==> src/rtl/gyro_pkg.sv <==
// Shared constants, command encodings and state enums for the PmodGyro
// (L3G4200D) SPI reader and its shift engine.
package gyro_pkg;

    // L3G4200D register addresses
    localparam logic [7:0] CTRL_REG1 = 8'h20;
    localparam logic [7:0] OUT_TEMP  = 8'h26;
    localparam logic [7:0] OUT_X_L   = 8'h28;

    // Command byte bits: read, and multi-byte auto-increment
    localparam logic [7:0] RD = 8'h80;
    localparam logic [7:0] MS = 8'h40;

    // Width of the per-frame bit count (up to 72 bits)
    localparam int XFER_CNT_W = 7;

    // Bits the engine shifts out: the command byte plus one data byte
    localparam int TX_W = 16;

    typedef enum logic [2:0] {
        S_INIT_CS,
        S_INIT_XFER,
        S_INIT_HOLD,
        S_WAIT,
        S_READ_CS,
        S_READ_XFER,
        S_READ_HOLD,
        S_UPDATE
    } gyro_state_e;

    typedef enum logic [2:0] {
        E_IDLE,
        E_SETUP,
        E_LOW,
        E_HIGH,
        E_HOLD,
        E_GAP1,
        E_GAP2
    } eng_state_e;

    function automatic logic [7:0] burst_read_cmd(input logic [7:0] addr);
        return RD | MS | addr;
    endfunction

endpackage

==> src/rtl/spi_shift_engine.sv <==
// SPI mode-3 shift engine: owns SCLK generation and ss setup/hold/gap timing.
// Ports: clk, rst (sync, active-high); start/busy/done handshake (done is a
//   one-cycle pulse); n_bits = frame length; tx_data is shifted out MSB first,
//   then zeros; rx_data collects MISO, most recent bit in the LSB;
//   sclk/mosi/ss drive the bus.
// Frame: ss low one half-period before the first falling edge, N SCLK periods,
// a trailing half-period, then ss high for two half-periods; done fires after
// the first of those two.
module spi_shift_engine
    import gyro_pkg::*;
#(
    parameter int CLKS_PER_HALF_SCLK = 50,
    parameter int RX_W               = 48
) (
    input  logic                  clk,
    input  logic                  rst,
    input  logic                  start,
    input  logic [XFER_CNT_W-1:0] n_bits,
    input  logic [TX_W-1:0]       tx_data,
    input  logic                  miso,
    output logic                  sclk,
    output logic                  mosi,
    output logic                  ss,
    output logic                  busy,
    output logic                  done,
    output logic [RX_W-1:0]       rx_data
);

    localparam int HW = $clog2(CLKS_PER_HALF_SCLK);
    localparam logic [HW-1:0] HALF_LAST = HW'(CLKS_PER_HALF_SCLK - 1);

    eng_state_e            state_q, state_d;
    logic [HW-1:0]         cnt_q, cnt_d;
    logic [XFER_CNT_W-1:0] bits_q, bits_d;
    logic [TX_W-1:0]       tx_q, tx_d;
    logic [RX_W-1:0]       rx_q, rx_d;
    logic                  sclk_q, sclk_d;
    logic                  mosi_q, mosi_d;
    logic                  ss_q, ss_d;
    logic                  done_q, done_d;

    logic half_end;
    logic fall;
    logic rise;

    assign half_end = (state_q != E_IDLE) && (cnt_q == HALF_LAST);
    // bits_q counts falling edges still owed; zero at the end of HIGH
    // means the final period has just completed.
    assign fall = half_end && ((state_q == E_SETUP) ||
                  ((state_q == E_HIGH) && (bits_q != '0)));
    assign rise = half_end && (state_q == E_LOW);

    always_ff @(posedge clk) begin
        if (rst) begin
            state_q <= E_IDLE;
            cnt_q   <= '0;
            bits_q  <= '0;
            tx_q    <= '0;
            rx_q    <= '0;
            sclk_q  <= 1'b1;
            mosi_q  <= 1'b0;
            ss_q    <= 1'b1;
            done_q  <= 1'b0;
        end else begin
            state_q <= state_d;
            cnt_q   <= cnt_d;
            bits_q  <= bits_d;
            tx_q    <= tx_d;
            rx_q    <= rx_d;
            sclk_q  <= sclk_d;
            mosi_q  <= mosi_d;
            ss_q    <= ss_d;
            done_q  <= done_d;
        end
    end

    always_comb begin : next_state
        state_d = state_q;
        unique case (state_q)
            E_IDLE:  if (start)    state_d = E_SETUP;
            E_SETUP: if (half_end) state_d = E_LOW;
            E_LOW:   if (half_end) state_d = E_HIGH;
            E_HIGH:  if (half_end) state_d = (bits_q == '0) ? E_HOLD : E_LOW;
            E_HOLD:  if (half_end) state_d = E_GAP1;
            E_GAP1:  if (half_end) state_d = E_GAP2;
            E_GAP2:  if (half_end) state_d = E_IDLE;
            default:               state_d = E_IDLE;
        endcase
    end

    always_comb begin : datapath
        cnt_d  = (state_q == E_IDLE || half_end) ? '0 : cnt_q + 1'b1;
        bits_d = bits_q;
        tx_d   = tx_q;
        rx_d   = rx_q;
        sclk_d = sclk_q;
        mosi_d = mosi_q;
        ss_d   = ss_q;
        done_d = 1'b0;

        if (state_q == E_IDLE && start) begin
            ss_d   = 1'b0;
            sclk_d = 1'b1;
            mosi_d = 1'b0;
            bits_d = n_bits;
            tx_d   = tx_data;
        end
        if (fall) begin
            sclk_d = 1'b0;
            mosi_d = tx_q[TX_W-1];
            tx_d   = {tx_q[TX_W-2:0], 1'b0};
            bits_d = bits_q - 1'b1;
        end
        if (rise) begin
            sclk_d = 1'b1;
            rx_d   = {rx_q[RX_W-2:0], miso};
        end
        if (half_end && state_q == E_HIGH && bits_q == '0) begin
            mosi_d = 1'b0;
        end
        if (half_end && state_q == E_HOLD) begin
            ss_d = 1'b1;
        end
        if (half_end && state_q == E_GAP1) begin
            done_d = 1'b1;
        end
    end

    assign sclk    = sclk_q;
    assign mosi    = mosi_q;
    assign ss      = ss_q;
    assign busy    = (state_q != E_IDLE);
    assign done    = done_q;
    assign rx_data = rx_q;

endmodule

==> src/rtl/gyro_spi_reader.sv <==
// PmodGyro reader: writes CTRL_REG1 once after reset, then burst-reads
// X/Y/Z (and optionally OUT_TEMP) every SAMPLE_PERIOD clocks.
// Ports: clk, rst (sync, active-high); enable gates sample ticks;
//   miso/sclk/mosi/ss form the SPI mode-3 bus; x_axis/y_axis/z_axis are
//   {H,L} rate words; temp is OUT_TEMP; data_valid pulses for one clk when
//   all outputs update; init_done stays high once configuration is done.
// Build option: define GYRO_TEMP_EN to also read OUT_TEMP and STATUS_REG;
//   without it temp is tied to zero.
module gyro_spi_reader
    import gyro_pkg::*;
#(
    parameter int         CLKS_PER_HALF_SCLK = 50,
    parameter int         SAMPLE_PERIOD      = 1000000,
    parameter logic [7:0] CTRL1_VALUE        = 8'h0F
) (
    input  logic        clk,
    input  logic        rst,
    input  logic        enable,
    input  logic        miso,
    output logic        sclk,
    output logic        mosi,
    output logic        ss,
    output logic [15:0] x_axis,
    output logic [15:0] y_axis,
    output logic [15:0] z_axis,
    output logic [7:0]  temp,
    output logic        data_valid,
    output logic        init_done
);

`ifdef GYRO_TEMP_EN
    localparam int         RX_W     = 64;
    localparam logic [7:0] READ_CMD = burst_read_cmd(OUT_TEMP);
`else
    localparam int         RX_W     = 48;
    localparam logic [7:0] READ_CMD = burst_read_cmd(OUT_X_L);
`endif

    localparam logic [XFER_CNT_W-1:0] INIT_BITS = XFER_CNT_W'(16);
    localparam logic [XFER_CNT_W-1:0] READ_BITS = XFER_CNT_W'(8 + RX_W);

    localparam int PER_W = (SAMPLE_PERIOD > 1) ? $clog2(SAMPLE_PERIOD) : 1;
    localparam logic [PER_W-1:0] PER_LAST = PER_W'(SAMPLE_PERIOD - 1);

    gyro_state_e      state_q, state_d;
    logic [PER_W-1:0] period_q, period_d;
    logic             pending_q, pending_d;
    logic             init_done_q, init_done_d;
    logic             dv_q, dv_d;
    logic [15:0]      x_q, x_d;
    logic [15:0]      y_q, y_d;
    logic [15:0]      z_q, z_d;
    logic [7:0]       temp_q, temp_d;

    logic                  eng_start;
    logic [XFER_CNT_W-1:0] eng_bits;
    logic [TX_W-1:0]       eng_tx;
    logic                  eng_busy;
    logic                  eng_done;
    logic [RX_W-1:0]       eng_rx;

    logic tick;
    logic in_read;
    logic latch;

    spi_shift_engine #(
        .CLKS_PER_HALF_SCLK (CLKS_PER_HALF_SCLK),
        .RX_W               (RX_W)
    ) u_engine (
        .clk     (clk),
        .rst     (rst),
        .start   (eng_start),
        .n_bits  (eng_bits),
        .tx_data (eng_tx),
        .miso    (miso),
        .sclk    (sclk),
        .mosi    (mosi),
        .ss      (ss),
        .busy    (eng_busy),
        .done    (eng_done),
        .rx_data (eng_rx)
    );

    // Free-running sample timebase, held at zero until configuration is done
    assign tick    = init_done_q && (period_q == PER_LAST);
    assign in_read = state_q inside {S_READ_CS, S_READ_XFER,
                                     S_READ_HOLD, S_UPDATE};
    assign latch   = (state_q == S_READ_HOLD);

    always_ff @(posedge clk) begin
        if (rst) begin
            state_q     <= S_INIT_CS;
            period_q    <= '0;
            pending_q   <= 1'b0;
            init_done_q <= 1'b0;
            dv_q        <= 1'b0;
            x_q         <= '0;
            y_q         <= '0;
            z_q         <= '0;
            temp_q      <= '0;
        end else begin
            state_q     <= state_d;
            period_q    <= period_d;
            pending_q   <= pending_d;
            init_done_q <= init_done_d;
            dv_q        <= dv_d;
            x_q         <= x_d;
            y_q         <= y_d;
            z_q         <= z_d;
            temp_q      <= temp_d;
        end
    end

    always_comb begin : next_state
        state_d = state_q;
        unique case (state_q)
            S_INIT_CS:   if (!eng_busy) state_d = S_INIT_XFER;
            S_INIT_XFER: if (eng_done)  state_d = S_INIT_HOLD;
            S_INIT_HOLD:                state_d = S_WAIT;
            S_WAIT: begin
                if ((tick || pending_q) && enable) state_d = S_READ_CS;
            end
            S_READ_CS:   if (!eng_busy) state_d = S_READ_XFER;
            S_READ_XFER: if (eng_done)  state_d = S_READ_HOLD;
            S_READ_HOLD:                state_d = S_UPDATE;
            S_UPDATE:                   state_d = S_WAIT;
            default:                    state_d = S_INIT_CS;
        endcase
    end

    always_comb begin : outputs
        eng_start = 1'b0;
        eng_bits  = INIT_BITS;
        eng_tx    = {CTRL_REG1, CTRL1_VALUE};
        if (state_q == S_INIT_CS) begin
            eng_start = 1'b1;
        end
        if (state_q == S_READ_CS) begin
            eng_start = 1'b1;
            eng_bits  = READ_BITS;
            eng_tx    = {READ_CMD, 8'h00};
        end

        period_d    = (!init_done_q || tick) ? '0 : period_q + 1'b1;
        init_done_d = init_done_q || (state_q == S_INIT_HOLD);

        // One-deep: a tick during a read is remembered once; S_WAIT always
        // clears it, whether the read is started or enable discards it.
        pending_d = pending_q;
        if (state_q == S_WAIT) begin
            pending_d = 1'b0;
        end else if (tick && in_read) begin
            pending_d = 1'b1;
        end

        // Load on the edge into S_UPDATE so data_valid and new data coincide
        dv_d = latch;
        x_d  = latch ? {eng_rx[39:32], eng_rx[47:40]} : x_q;
        y_d  = latch ? {eng_rx[23:16], eng_rx[31:24]} : y_q;
        z_d  = latch ? {eng_rx[7:0],   eng_rx[15:8]}  : z_q;
`ifdef GYRO_TEMP_EN
        temp_d = latch ? eng_rx[63:56] : temp_q;
`else
        temp_d = 8'h00;
`endif
    end

    assign x_axis     = x_q;
    assign y_axis     = y_q;
    assign z_axis     = z_q;
    assign temp       = temp_q;
    assign data_valid = dv_q;
    assign init_done  = init_done_q;

endmodule

==> config.mk <==
export PLATFORM = sky130hd
export DESIGN_NAME = gyro_spi_reader
export DESIGN_NICKNAME = d
export VERILOG_FILES = /design/src/rtl/gyro_pkg.sv /design/src/rtl/spi_shift_engine.sv /design/src/rtl/gyro_spi_reader.sv
export SDC_FILE = /design/constraint.sdc
export NUM_CORES = 1
export LEC_CHECK = 0
export CORE_ASPECT_RATIO = 0.9
export CORE_MARGIN = 2
export CORE_UTILIZATION = 40
export DETAILED_ROUTE_END_ITERATION = 12
export GPL_TIMING_DRIVEN = 1
export SLEW_MARGIN = 10
export SYNTH_ARGS = -nofsm -noshare
export SYNTH_HDL_FRONTEND = slang
export SYNTH_HIERARCHICAL = 1
export SYNTH_SLANG_ARGS = --single-unit
==> constraint.sdc <==
create_clock -name clk -period 2.9 [get_ports clk]
set_input_delay 0.435 -clock clk [delete_from_list [all_inputs] [get_ports clk]]
set_output_delay 0.435 -clock clk [all_outputs]
set_load 0.01 [all_outputs]
Word-level counts from Yosys, hierarchy flattened. Index checks and enable logic that the tools add are counted. W data, S select, Z words.

Add/sub/neg operators: 3. Eq/ne operators: 27. Multiplexer cells: 28. Reductions and logical operators: 35.

Operator list (number): $mux W16 (3); $pmux W3 S7 (2); $mux W3 (13); $eq A3 B3 Y1 const B (7); $add A20 B1 Y20 const B (1); $eq A20 B20 Y1 const B (1); $ne A2 B1 Y1 const B (9); $reduce_or A2 Y1 (8); $mux W7 (2); $eq A3 B2 Y1 const B (4); $logic_and A1 B1 Y1 (12); $logic_not A7 Y1 (1); $mux W1 (7); $reduce_and A7 Y1 (1); $reduce_bool A7 Y1 (1); $sub A7 B1 Y7 const B (1); $add A6 B1 Y6 const B (1); $eq A3 B1 Y1 const B (2); $eq A6 B6 Y1 const B (1); $logic_not A3 Y1 (2); $mux W6 (1); $ne A2 B2 Y1 const B (3); $logic_or A1 B1 Y1 (5); $reduce_and A5 Y1 (1); other kinds (4) (4).

Register bits after elaboration: 158. Input port bits: 4. Output and inout bits: 61. Logic and storage cells: 111.

Longest topological paths before layout.
Word-level depth: 6. Depth in mapped cells: 10. Gate-level depth less buffers: 6.

Hierarchy. The synthesis kept the hierarchy.

By module, submodules not included: spi_shift_engine (times used 1, cells each 426, area an instance 3489.6 um^2); gyro_spi_reader (times used 1, cells each 362, area an instance 2904.0 um^2).

Least setup slack after synthesis. OpenSTA, ideal clock, no wires.

Path kind: register -> register. Start: register u_engine.cnt_q[0]. End: register u_engine.rx_q[0] (netlist: u_engine/rx_data[0]). Arrival time: 1949 ps. Data required time: 2758 ps. Slack: 809 ps. Stages on the path, launching flop included: 10. Buffers on the path: 4. Period minus slack after synthesis: 2091 ps. Path through: dfxtp_1 > ha_1 > or3b_1 > buf_2 > or4_1 > clkbuf_2 > buf_6 > buf_6 > nand2_2 > a21oi_2.

Word-level cells in the longest chain between the ends: 3.

Ends and longest elaborated chain: start: declaration (line spi_shift_engine.sv:33) `logic [HW-1:0] cnt_q, cnt_d;`; start signal: assignment (line spi_shift_engine.sv:66) `cnt_q <= cnt_d;`; $eq A6 B6 Y1 (line spi_shift_engine.sv:46) `assign half_end = (state_q != E_IDLE) && (cnt_q == HALF_LAST);`; $logic_and A1 B1 Y1 (line spi_shift_engine.sv:46); $logic_and A1 B1 Y1 (line spi_shift_engine.sv:51) `assign rise = half_end && (state_q == E_LOW);`; end signal: assignment (line spi_shift_engine.sv:69) `rx_q <= rx_d;`; end: declaration (line spi_shift_engine.sv:36) `logic [RX_W-1:0] rx_q, rx_d;`.

No other way between the ends. A chain may end at the register's enable or synchronous reset.

Final worst setup path.
Start: register u_engine.cnt_q[0]. End: register u_engine.rx_q[18] (netlist: u_engine/rx_data[18]).

Same word-level chain as after synthesis.

==> flow_summary.ini <==
[critical_path]
setup.worst_path.end = u_engine/rx_data[18]
endpoint_kind = flip-flop
crit_start = u_engine/cnt_q[0]
ff2ff_setup_slack_ps = 510
critical_path_required_ps = 3180
worstPathArrival_ps = 2660
r2r-end = u_engine/rx_data[18]
critPathMaxFanout = 48
crit_path_start_kind = flip-flop
criticalPathCategory = flip-flop to flip-flop
reg2reg_from = u_engine/cnt_q[0]
reg2reg_depth = 6

[power]
peakVddDrop_mv = 0.390
clockPowerShare_pct = 48.2
combPwrFrac_pct = 3.2
p_sw_w = 0.000987
p_leak_nw = 2.45
internal-power_w = 0.00358
sw_frac_of_total_pct = 21.6
seqPwrFrac_pct = 48.6
pwr_density_cell_mw_per_mm2 = 595

[cts]
clk_pin_slew_ps = 60
cts_max_level = 4
cts_hold_buf = 0
clock_latency_ps = 420
numClockSinks = 158
postCtsResizedCells = 0
clockRootBuffer = clkbuf_16
cts_setup_buffers = 0
cts_made_buffers = 17
cts_tree = built
clockBufferDepth = 2

[route]
wl_mm = 13.5
first_iter_violations = 267
drc = 0
drtPass1Iterations = 4
num_vias = 5319
via_per_inst = 5.10
ant_nets = 0
wire_per_inst_um = 13.0

[outcome]
outcome = finished, final reports clean

[logic_synthesis]
synth_cell_type_count = 64
synthesis.area_sq_mm = 0.00639
yosysSeqAreaShare_pct = 49.5
synth_area_leader_cell = dfxtp_1
async_flop_share_pct = 0
yosysWarnings = 6
avgSynthCellArea_sq_um = 8.11
synthCells = 788
synth_top_cell_area_share_pct = 49.5
synth_enable_flop_cells = 0
synthFlopType = dfxtp_1
synth_area_leaders = dfxtp_1 (49%), nand2_1 (14%), a21oi_1 (7.4%)
ys_ff_latch = 158

[sta]
worst_slew_pin_slew_ps = 897
fin_crit_sh_pct = 82.3
tns_ps = 0
skew_ps = 11.5
rsz0062_at_grt = no
setup_viol = 0
max_freq_mhz = 419
post-route-min-period_ps = 2390
slew_viol_final = 0
maxSlewHeadroom_pct = 40.2
hold_viol = 0

[finish]
stdcell_count = 1043
mostFrequentLayoutCell = nand2_1
layout_common_cells = nand2_1 (231), dfxtp_1 (158), a21oi_1 (94)
area_growth_pct = 20.1
final_nets = 839
fillers = 1538
n_antenna_cell = 0
final_layout_size_suffix_gt1_share_pct = 8.32

[die]
io_pins = 65
core_sq_mm = 0.0155
fp.dieW_um = 137
start_util_pct = 41.1
dieHeight_um = 124
design.die.area_sq_mm = 0.0170
rows = 43

[global_routing]
grtUsageTotal_pct = 16.6
antenna_found_initial = 0
grt_pass1_vias = 4982
grt_pass1_wl_mm = 22.6
overflow = 0
grt_max_degree = 60

[worst_hold_path]
min_path_type = flip-flop to flip-flop

[place]
dpl.hpwl_mm = 8.52
placed_cells = 1013
place_congestion = 0.813
io_buffers = 56

[flow_run]
max-cap-violations = 0
## per-stage QoR
step / setup WS [ps] / total power [W] / utilization, % / cell area, sq um / hold slack [ps]
finish: 514 / 0.00456 / 49.4 / 7680 / 454
global route: 387 / 0.00473 / 49.4 / 7680 / 477
CTS: 506 / 0.00462 / 49.4 / 7680 / 458
detailed placement: 510 / 0.00241 / 45.6 / 7100 / 449
global placement: 559 / 0.00240 / 45.6 / 7100 / 445
floorplan: 809 / 0.00238 / - / 6470 / 434
## area by class of cell
cell class | instances | area (sq um) | share of cell area, %
inverters | 12 | 45.0 | 0.587
flip-flops and latches | 158 | 3160 | 41.2
well taps | 202 | 253 | 3.29
multi-input cells | 576 | 3000 | 39.0
clock buffers | 22 | 474 | 6.18
repair buffers | 65 | 638 | 8.31
clock inverters | 8 | 106 | 1.39
## flip-flops by register name, indices dropped and copies added (netlist names), 6 cells and up
name              count
u_engine/bits_q       7
period_q             20
u_engine/tx_q        16
u_engine/cnt_q        6
x_axis               16
z_axis               16
u_engine/rx_data     48
y_axis               16
## cell usage after synthesis (all sizes together), types with 3 or more instances
| master | number |
|---|---|
| or4 | 4 |
| nor3 | 22 |
| nand2 | 241 |
| and3 | 3 |
| nor4 | 7 |
| o21ai | 5 |
| xor2 | 5 |
| a31oi | 8 |
| nand2b | 3 |
| dfxtp | 158 |
| inv | 12 |
| nand4 | 12 |
| or3 | 5 |
| clkbuf | 40 |
| a311oi | 15 |
| ha | 5 |
| nand3 | 13 |
| xnor2 | 14 |
| nor2 | 42 |
| o211ai | 5 |
| a21oi | 104 |
| buf | 22 |
## power groups by stage
stage | sequential (W) | clock [W] | combinational [W]
4_1_cts | 0.00222 | 0.00226 | 0.000146
2_1_floorplan | 0.00225 | 0 | 0.000121
3_3_place_gp | 0.00226 | 0 | 0.000141
3_5_place_dp | 0.00226 | 0 | 0.000145
6_report | 0.00222 | 0.00220 | 0.000146
5_1_grt | 0.00222 | 0.00235 | 0.000164
## routing by layer
metal  share of wire, %  global-route usage, %  wire [um]  up-vias
met1                 49                   20.7       6660     2501
met2                 47                   27.4       6320       81
li1                   -                      -          -     2731
met4               0.61                   6.31         83        0
met3                3.5                   4.60        475        6
met5                  0                      0          0        -
## worst max-delay path, stage by stage, from the launching register on
cell     delay, ps
dfxtp_1        380
ha_1           170
or3b_1         500
or4_2          670
buf_4          320
nand2_1        140
a21oi_1         70
## logic make-up after synthesis
family / Yosys count / synth area share [%]
and+or+nand+nor: 372 / 26.1
DFF: 158 / 49.5
AOI/OAI and AO/OA: 156 / 15.2
buffers and inverters: 74 / 5.24
xor gates and xnor gates: 19 / 2.60
adders and majority gates: 5 / 0.978
other: 2 / 0.117
muxes: 2 / 0.313
## how the worst min path moves through the flow
| stage | cells past startpoint | startpoint | to |
|---|---|---|---|
| 3_5_place_dp | 2 | z_axis[11] | z_axis[11] |
| 6_report | 2 | y_axis[3] | y_axis[3] |
| 5_1_grt | 2 | z_axis[9] | z_axis[9] |
| 2_1_floorplan | 1 | u_engine/cnt_q[0] | u_engine/cnt_q[0] |
| 4_1_cts | 2 | x_axis[1] | x_axis[1] |
| 3_3_place_gp | 2 | y_axis[10] | y_axis[10] |
Power figures use the tool's default switching activity.
